### src/rtl/imager_ctrl.sv
// Run-control and configuration sequencer for the test-pattern imager.
// Settings reach the imager only at frame boundaries. Runs are gated so frames are never cut short.
module imager_ctrl #(
   parameter int NUM_ROWS_WIDTH = 12,
   parameter int NUM_COLS_WIDTH = 12,
   parameter int TIMEOUT_W      = 24
) (
   input  logic                      clk,
   input  logic                      reset_n,
   input  logic                      cfg_we,
   input  logic                      cfg_re,
   input  logic [3:0]                cfg_addr,
   input  logic [15:0]               cfg_wdata,
   output logic [15:0]               cfg_rdata,
   input  logic                      img_start,
   output logic                      img_enable,
   output logic [3:0]                img_mode,
   output logic [NUM_ROWS_WIDTH-1:0] img_active_rows,
   output logic [NUM_ROWS_WIDTH-1:0] img_virtual_rows,
   output logic [NUM_COLS_WIDTH-1:0] img_active_cols,
   output logic [NUM_COLS_WIDTH-1:0] img_virtual_cols,
   output logic [NUM_ROWS_WIDTH:0]   img_sync_row_start,
   output logic [NUM_ROWS_WIDTH-1:0] img_sync_rows,
   output logic                      busy,
   output logic                      done,
   output logic                      timeout_err
);

   typedef enum logic [1:0] {IDLE, RUN, DRAIN} state_t;

   state_t state, state_nxt;

   logic [3:0]                pend_mode;
   logic [NUM_ROWS_WIDTH-1:0] pend_arows, pend_vrows, pend_sync_rows;
   logic [NUM_COLS_WIDTH-1:0] pend_acols, pend_vcols;
   logic [NUM_ROWS_WIDTH:0]   pend_sync_start;
   logic [15:0]               pend_num_frames;

   logic [15:0]          num_frames, num_frames_nxt;
   logic [15:0]          frames_done, frames_done_nxt, frames_inc;
   logic                 started, started_nxt;
   logic [TIMEOUT_W-1:0] wd_cnt, wd_cnt_nxt;
   logic                 done_nxt, timeout_nxt;
   logic                 start_q, stop_q, img_start_q;
   logic                 commit_pending, commit_fire;
   logic                 ctrl_wr, wd_term, run_start;

   assign ctrl_wr     = cfg_we && (cfg_addr == 4'd8);
   assign frames_inc  = (frames_done == 16'hFFFF) ? frames_done : frames_done + 16'd1;
   assign wd_term     = (wd_cnt == {TIMEOUT_W{1'b1}});
   assign commit_fire = commit_pending && ((state == IDLE) || img_start_q);

   assign img_enable = (state != IDLE);
   assign busy       = (state != IDLE);

   always_comb begin
      state_nxt       = state;
      done_nxt        = 1'b0;
      timeout_nxt     = timeout_err;
      frames_done_nxt = frames_done;
      num_frames_nxt  = num_frames;
      started_nxt     = started;
      run_start       = 1'b0;
      case (state)
         IDLE: begin
            if (start_q) begin
               run_start       = 1'b1;
               state_nxt       = RUN;
               frames_done_nxt = 16'd0;
               num_frames_nxt  = pend_num_frames;
               timeout_nxt     = 1'b0;
               started_nxt     = 1'b0;
            end
         end
         RUN: begin
            if (img_start_q) begin
               if (!started) begin
                  started_nxt = 1'b1;
               end else begin
                  frames_done_nxt = frames_inc;
                  if ((num_frames != 16'd0) && (frames_inc == num_frames)) begin
                     state_nxt = IDLE;
                     done_nxt  = 1'b1;
                  end
               end
            end else if (wd_term) begin
               state_nxt   = IDLE;
               timeout_nxt = 1'b1;
            end
            // A completing frame or a timeout takes precedence over stop.
            if (stop_q && (state_nxt == RUN))
               state_nxt = DRAIN;
         end
         DRAIN: begin
            if (img_start_q) begin
               if (started)
                  frames_done_nxt = frames_inc;
               state_nxt = IDLE;
               done_nxt  = 1'b1;
            end else if (wd_term) begin
               state_nxt   = IDLE;
               timeout_nxt = 1'b1;
            end
         end
         default: state_nxt = IDLE;
      endcase

      wd_cnt_nxt = wd_cnt;
      if (run_start || img_start_q || (state_nxt == IDLE))
         wd_cnt_nxt = '0;
      else if (state != IDLE)
         wd_cnt_nxt = wd_cnt + 1'b1;
   end

   always_ff @(posedge clk or negedge reset_n) begin
      if (!reset_n) begin
         state       <= IDLE;
         done        <= 1'b0;
         timeout_err <= 1'b0;
         frames_done <= '0;
         num_frames  <= '0;
         started     <= 1'b0;
         wd_cnt      <= '0;
         start_q     <= 1'b0;
         stop_q      <= 1'b0;
         img_start_q <= 1'b0;
      end else begin
         state       <= state_nxt;
         done        <= done_nxt;
         timeout_err <= timeout_nxt;
         frames_done <= frames_done_nxt;
         num_frames  <= num_frames_nxt;
         started     <= started_nxt;
         wd_cnt      <= wd_cnt_nxt;
         start_q     <= ctrl_wr && cfg_wdata[0];
         stop_q      <= ctrl_wr && cfg_wdata[1];
         img_start_q <= img_start;
      end
   end

   // A fresh commit write wins over the clear from a copy on the same edge.
   always_ff @(posedge clk or negedge reset_n) begin
      if (!reset_n)
         commit_pending <= 1'b0;
      else if (ctrl_wr && cfg_wdata[2])
         commit_pending <= 1'b1;
      else if (commit_fire)
         commit_pending <= 1'b0;
   end

   always_ff @(posedge clk or negedge reset_n) begin
      if (!reset_n) begin
         pend_mode       <= '0;
         pend_arows      <= '0;
         pend_vrows      <= '0;
         pend_acols      <= '0;
         pend_vcols      <= '0;
         pend_sync_start <= '0;
         pend_sync_rows  <= '0;
         pend_num_frames <= '0;
      end else if (cfg_we) begin
         case (cfg_addr)
            4'd0: pend_mode       <= cfg_wdata[3:0];
            4'd1: pend_arows      <= NUM_ROWS_WIDTH'(cfg_wdata);
            4'd2: pend_vrows      <= NUM_ROWS_WIDTH'(cfg_wdata);
            4'd3: pend_acols      <= NUM_COLS_WIDTH'(cfg_wdata);
            4'd4: pend_vcols      <= NUM_COLS_WIDTH'(cfg_wdata);
            4'd5: pend_sync_start <= (NUM_ROWS_WIDTH+1)'(cfg_wdata);
            4'd6: pend_sync_rows  <= NUM_ROWS_WIDTH'(cfg_wdata);
            4'd7: pend_num_frames <= cfg_wdata;
            default: ;
         endcase
      end
   end

   // Copy uses the pre-write pending values; a coincident write lands in pending only.
   always_ff @(posedge clk or negedge reset_n) begin
      if (!reset_n) begin
         img_mode           <= '0;
         img_active_rows    <= '0;
         img_virtual_rows   <= '0;
         img_active_cols    <= '0;
         img_virtual_cols   <= '0;
         img_sync_row_start <= '0;
         img_sync_rows      <= '0;
      end else if (commit_fire) begin
         img_mode           <= pend_mode;
         img_active_rows    <= pend_arows;
         img_virtual_rows   <= pend_vrows;
         img_active_cols    <= pend_acols;
         img_virtual_cols   <= pend_vcols;
         img_sync_row_start <= pend_sync_start;
         img_sync_rows      <= pend_sync_rows;
      end
   end

   always_ff @(posedge clk or negedge reset_n) begin
      if (!reset_n) begin
         cfg_rdata <= '0;
      end else if (cfg_re) begin
         case (cfg_addr)
            4'd0:    cfg_rdata <= 16'(pend_mode);
            4'd1:    cfg_rdata <= 16'(pend_arows);
            4'd2:    cfg_rdata <= 16'(pend_vrows);
            4'd3:    cfg_rdata <= 16'(pend_acols);
            4'd4:    cfg_rdata <= 16'(pend_vcols);
            4'd5:    cfg_rdata <= 16'(pend_sync_start);
            4'd6:    cfg_rdata <= 16'(pend_sync_rows);
            4'd7:    cfg_rdata <= pend_num_frames;
            4'd9:    cfg_rdata <= {13'b0, timeout_err, commit_pending, busy};
            4'd10:   cfg_rdata <= frames_done;
            default: cfg_rdata <= '0;
         endcase
      end
   end

endmodule
### config.mk
export PLATFORM = sky130hd
export DESIGN_NAME = imager_ctrl
export DESIGN_NICKNAME = d
export VERILOG_FILES = /design/src/rtl/imager_ctrl.sv
export SDC_FILE = /design/constraint.sdc
export NUM_CORES = 1
export LEC_CHECK = 0
export ABC_AREA = 1
export ABC_CLOCK_PERIOD_IN_PS = 6750
export CORE_MARGIN = 4
export CORE_UTILIZATION = 63
export CTS_BUF_LIST = sky130_fd_sc_hd__clkbuf_8
export CTS_CLUSTER_DIAMETER = 50
export DETAILED_ROUTE_END_ITERATION = 10
export PLACE_DENSITY = 0.95
export SYNTH_ARGS = -nofsm -noshare
export SYNTH_HDL_FRONTEND = slang
export SYNTH_SLANG_ARGS = --single-unit
export TNS_END_PERCENT = 50
### constraint.sdc
create_clock -name clk -period 6.75 [get_ports clk]
set_input_delay 1.35 -clock clk [delete_from_list [all_inputs] [get_ports clk]]
set_output_delay 1.35 -clock clk [all_outputs]
set_load 0.05 [all_outputs]
; Word level (Yosys, flattened, before mapping)
; Cells that the tools add are included.
[classes]
reduce_logical = 32
n_eq_ne = 22
n_mux = 32
n_addsub = 2
[op_table]
columns = op, count
row1 = $pmux 16 s10, 1
row2 = $mux 16, 4
row3 = $mux 24, 2
row4 = $pmux 16 s2, 1
row5 = $add 24x1->24 const B, 1
row6 = $eq 24x24->1 const B, 1
row7 = $reduce_and 2->1, 9
row8 = $add 16x1->16 const B, 1
row9 = $eq 16x16->1, 1
row10 = $eq 16x16->1 const B, 1
row11 = $eq 4x3->1 const B, 4
row12 = $mux 2, 8
row13 = $reduce_bool 16->1, 1
row14 = $eq 4x4->1 const B, 3
row15 = $mux 1, 12
row16 = $reduce_bool 2->1, 5
row17 = $eq 4x2->1 const B, 2
row18 = $reduce_and 4->1, 2
row19 = $logic_and 1x1->1, 7
row20 = $ne 2x1->1 const B, 3
row21 = $ne 2x2->1 const B, 3
row22 = $pmux 1 s2, 3
row23 = $pmux 2 s3, 1
row24 = $eq 2x1->1 const B, 2
row25 = other kinds (7), 10
[totals]
word_cells = 115
in_bits = 25
regBits = 251
out_inout_bits = 97

; Longest topological paths before layout
[logic_depth]
ltp_word = 15
depth_mapped = 20

; Worst setup path after synthesis
; OpenSTA, ideal clock, no wires.
[synth_path]
path_type = register to output
from = register state[0]
to = output img_enable
setup_slack_ps = 3601
n_path_buf = 2
arrival_time_ps = 1799
stages_incl_launch_ff = 6
path_cell_list = dfrtp_1 > inv_1 > ha_1 > clkbuf_1 > clkinv_1 > buf_4
[synth_between]
elab_chain_len = 1
[synth_rtl]
columns = element, line
row1 = start: declaration, 31  ; state_t state, state_nxt;
row2 = start signal: assignment, 128  ; state <= state_nxt;
row3 = $reduce_bool 2->1, --
row4 = end: declaration, 16  ; output logic img_enable,
; Every way passes these cells.

; Final worst setup path
[layout_path]
from = register state[0]
to = output busy
[layout_between]
elab_chain_len = 1
[layout_rtl]
columns = element, line
row1 = $reduce_bool 2->1, 54  ; assign busy = (state != IDLE);
row2 = end: declaration, 24  ; output logic busy,
; Every way passes these cells.

==> summary.md <==
| Metric | Value |
|---|---|
| Mapped Avg Cell Area | `8.60 sq um` |
| Core box area | `17,500 sq um` |
| H-tree depth | `2` |
| Unrepaired setup endpoints after global routing | `false` |
| First-pass GRT wire length | `51,900 microns` |
| Critical-path cell list | `inv_1 -> ha_1 -> clkinv_1 -> clkdlybuf4s50_1` |
| Reg area | `6280 sq um` |
| Post-route setup TNS | `0 ns` |
| PortBufs | `121` |
| Number of global-route vias before repair | `10,007` |
| Die Span X | `143 microns` |
| Required time worst endpoint | `5.40 ns` |
| Layout cell share with drive strength beyond 1 | `0.0740` |
| Synth warn | `0` |
| Internal | `0.00310 W` |
| Worst setup EP type | `output pin` |
| Register area share after synthesis | `0.549` |
| Layout area overhead | `18.4%` |
| Slowest CP cell | `clkdlybuf4s50_1` |
| Critical path class | `reg -> out` |
| DP Area | `12,800 sq um` |
| Final Critical Period | `3.97 ns` |
| Die Ht | `143 microns` |
| Via count | `10,087` |
| Hpwl dp | `22,200 microns` |
| CTS max path bufs | `3` |
| Net Switching | `0.00222 W` |
| Post-synthesis cell count | `1,330` |
| CP max stage delay | `0.80 ns` |
| CP bufs+invs | `3` |
| Worst-Skew Late Latency | `0.56 ns` |
| Global route overflow | `0` |
| Routed len/inst | `19.1 microns` |
| Crit-path leading delay family | `buffers and inverters` |
| Max-cap violations | `0` |
| 1st-iter DRT viols | `1,396` |
| FF+latch count, synth | `251` |
| Post-CTS Resized | `0` |
| Fin crit share | `0.588` |
| Most used cells in the layout excluding fill and tap cells | `nand2_1 (375), dfrtp_1 (251), o21ai_0 (194)` |
| Final slew viol count | `0` |
| Post-CTS setup buffers | `0` |
| Final RePlAce weighted congestion | `0.973` |
| Max rail drop VDD | `0.316 mV` |
| Clk sinks | `251` |
| Primary FF master, synth | `dfrtp_1` |
| Leakage power total | `6.37 nW` |
| Max Freq | `252 MHz` |
| Nets | `1,480` |
| Commonest non-fill, non-tap cell in the layout | `nand2_1` |
| Worst slew pin tran | `1.04 ns` |
| EDFF count, synth | `0` |
| Status | `finished clean` |
| CTS tree | `built` |
| Cell variety after synth | `42` |
| Largest cells by area after synthesis | `dfrtp_1 (55%), nand2_1 (12%), o21ai_0 (8.5%), inv_1 (5.3%), nand3_1 (2.4%)` |
| Multi-input combinational cell area | `4310 sq um` |
| CTS clk-pin slew, worst paths | `0.06 ns` |
| I/O pin total | `122` |
| Initial DRT Pass Iterations | `7` |
| Maximum net fanout on the critical path | `9` |
| Clock share of power | `0.243` |
| ANT cells | `0` |
| Setup Skew | `0.0487 ns` |
| Pin count of the biggest net entering global routing | `147` |
| Power Dens Cells | `393 nW/um^2` |
| Switch share | `0.417` |
| CP startpoint kind | `flop` |
| Via density | `5.94` |
| Slew margin rel. | `0.304` |
| Combinational group share of total power | `0.366` |
| Async S/R FF share, synth | `1.00` |
| Antenna Nets Post-Route | `0` |
| Drt total wl | `32,400 microns` |
| FILL cells | `1,153` |
| Root buffer cell | `clkbuf_8` |
| Worst path arrival time | `2.62 ns` |
| Worst hold path type | `reg -> reg` |
| Worst Reg-to-Reg Cells | `9` |
| Num CTS Buffers | `40` |
| Finished layout cell area | `13,500 sq um` |
| Site row count | `48` |
| WP depth | `4` |
| Final core utilization | `0.772` |
| CTS Hold Buffers Added | `0` |
| Syn Nets | `1,361` |
| Initial antenna violation count | `0` |
| Mapped Area | `11,400 sq um` |
| Setup Viol. Count Final | `0` |
| GRT Total Usage | `0.324` |
| Final hold violation count | `0` |
| Die area | `20,400 sq um` |
| Total Power | `0.00531 W` |
| Cell taking the most area after synthesis | `dfrtp_1` |
| Hold Path Stages | `2` |
| Top cell type's share of synthesized area | `0.549` |
| Register share of total power | `0.391` |
| Starting Density | `0.652` |
| Drc violations | `0` |
-- metal layers --
metal,share of wire,vias to the layer above,routed length (microns),track usage
met5,0,-,0,0
met4,0.045,0,1450,0.156
met3,0.10,124,3320,0.0710
met2,0.48,639,15400,0.515
met1,0.38,4781,12200,0.426
li1,-,4543,-,-
-- sequential cells by signal (all words and copies together), names as in the netlist, 12 cells and up --
name	flops
pend_arows	12
pend_num_frames	16
pend_sync_start	13
img_virtual_rows	12
pend_vcols	12
img_sync_rows	12
pend_vrows	12
pend_acols	12
wd_cnt	24
img_active_cols	12
frames_done	16
pend_sync_rows	12
img_active_rows	12
img_virtual_cols	12
img_sync_row_start	13
cfg_rdata	16
num_frames	16
-- power by group through the flow --
stage	Combinational, W	Sequential, W	Clock, W
after floorplan	0.000668	0.00266	0
after global placement	0.00186	0.00207	0
after detailed placement	0.00191	0.00208	0
after global routing	0.00208	0.00211	0.00137
final	0.00195	0.00208	0.00129
after CTS	0.00195	0.00207	0.00130
-- metrics by stage --
stage	cells	worst slack, ns	hold WS, ns
after floorplan	1330	3.60	0.453
after global placement	1632	3.15	0.457
after detailed placement	1632	3.08	0.457
after CTS	1698	2.78	0.474
after global routing	1698	2.62	0.495
final	1698	2.78	0.472
-- worst reg2reg max path, stage by stage (launching register included) --
cell and delay [ns]:
dfrtp_1 0.42, inv_1 0.11, ha_1 0.39, clkinv_1 0.36, a21oi_2 0.27, buf_4 0.34, clkinv_2 0.45, buf_4 0.48
nand2_1 0.28, o21ai_0 0.13
-- cell usage after synthesis, types with 2 or more instances --
| master | count |
|---|---|
| nor2_2 | 3 |
| clkinv_1 | 4 |
| inv_2 | 2 |
| dfrtp_1 | 251 |
| o22ai_1 | 39 |
| nand3_1 | 54 |
| o2111ai_1 | 4 |
| a21oi_1 | 13 |
| xor2_1 | 18 |
| o41ai_1 | 6 |
| nand2_1 | 375 |
| buf_1 | 2 |
| nor3_1 | 6 |
| nor2_1 | 67 |
| nand2_2 | 5 |
| nand2_4 | 2 |
| mux2_2 | 9 |
| buf_12 | 2 |
| ha_1 | 6 |
| xnor2_1 | 7 |
| a211oi_1 | 2 |
| inv_1 | 162 |
| nor2_4 | 22 |
| a221oi_1 | 3 |
| clkbuf_1 | 42 |
| a2111oi_0 | 2 |
| nand4_1 | 14 |
| o21ai_0 | 194 |
-- path summary, 6_finish.rpt --
path	startpoint	end	slack, ns
setup reg to reg	state[0]	img_sync_rows[7]	3.33
min in group asynchronous	reset_n	cfg_rdata[3]	0.95
setup / recovery	state[0]	busy	2.78
hold / removal	img_active_rows[4]	img_active_rows[4]	0.47
hold reg to reg	img_active_rows[4]	img_active_rows[4]	0.47
max in group asynchronous	reset_n	cfg_rdata[15]	4.29
-- kinds of logic after synthesis --
kind of cell	Yosys count	share of synthesized area
multiplexers	10	0.00974
AO/OA/AOI/OAI	269	0.129
XOR/XNOR	25	0.0192
AND/OR/NAND/NOR	552	0.211
flip-flops	251	0.549
adder cells (fa/ha/maj)	6	0.00657
buffers and inverters	217	0.0753
-- layout make-up --
type,instances,area share
clock buffer,49,0.0498
clock inverter,17,0.00822
inverter,169,0.0471
multi-input combinational,862,0.318
sequential,251,0.464
tap,225,0.0208
timing repair buffer,125,0.0920
No activity file was read; power rests on OpenSTA's default activity.
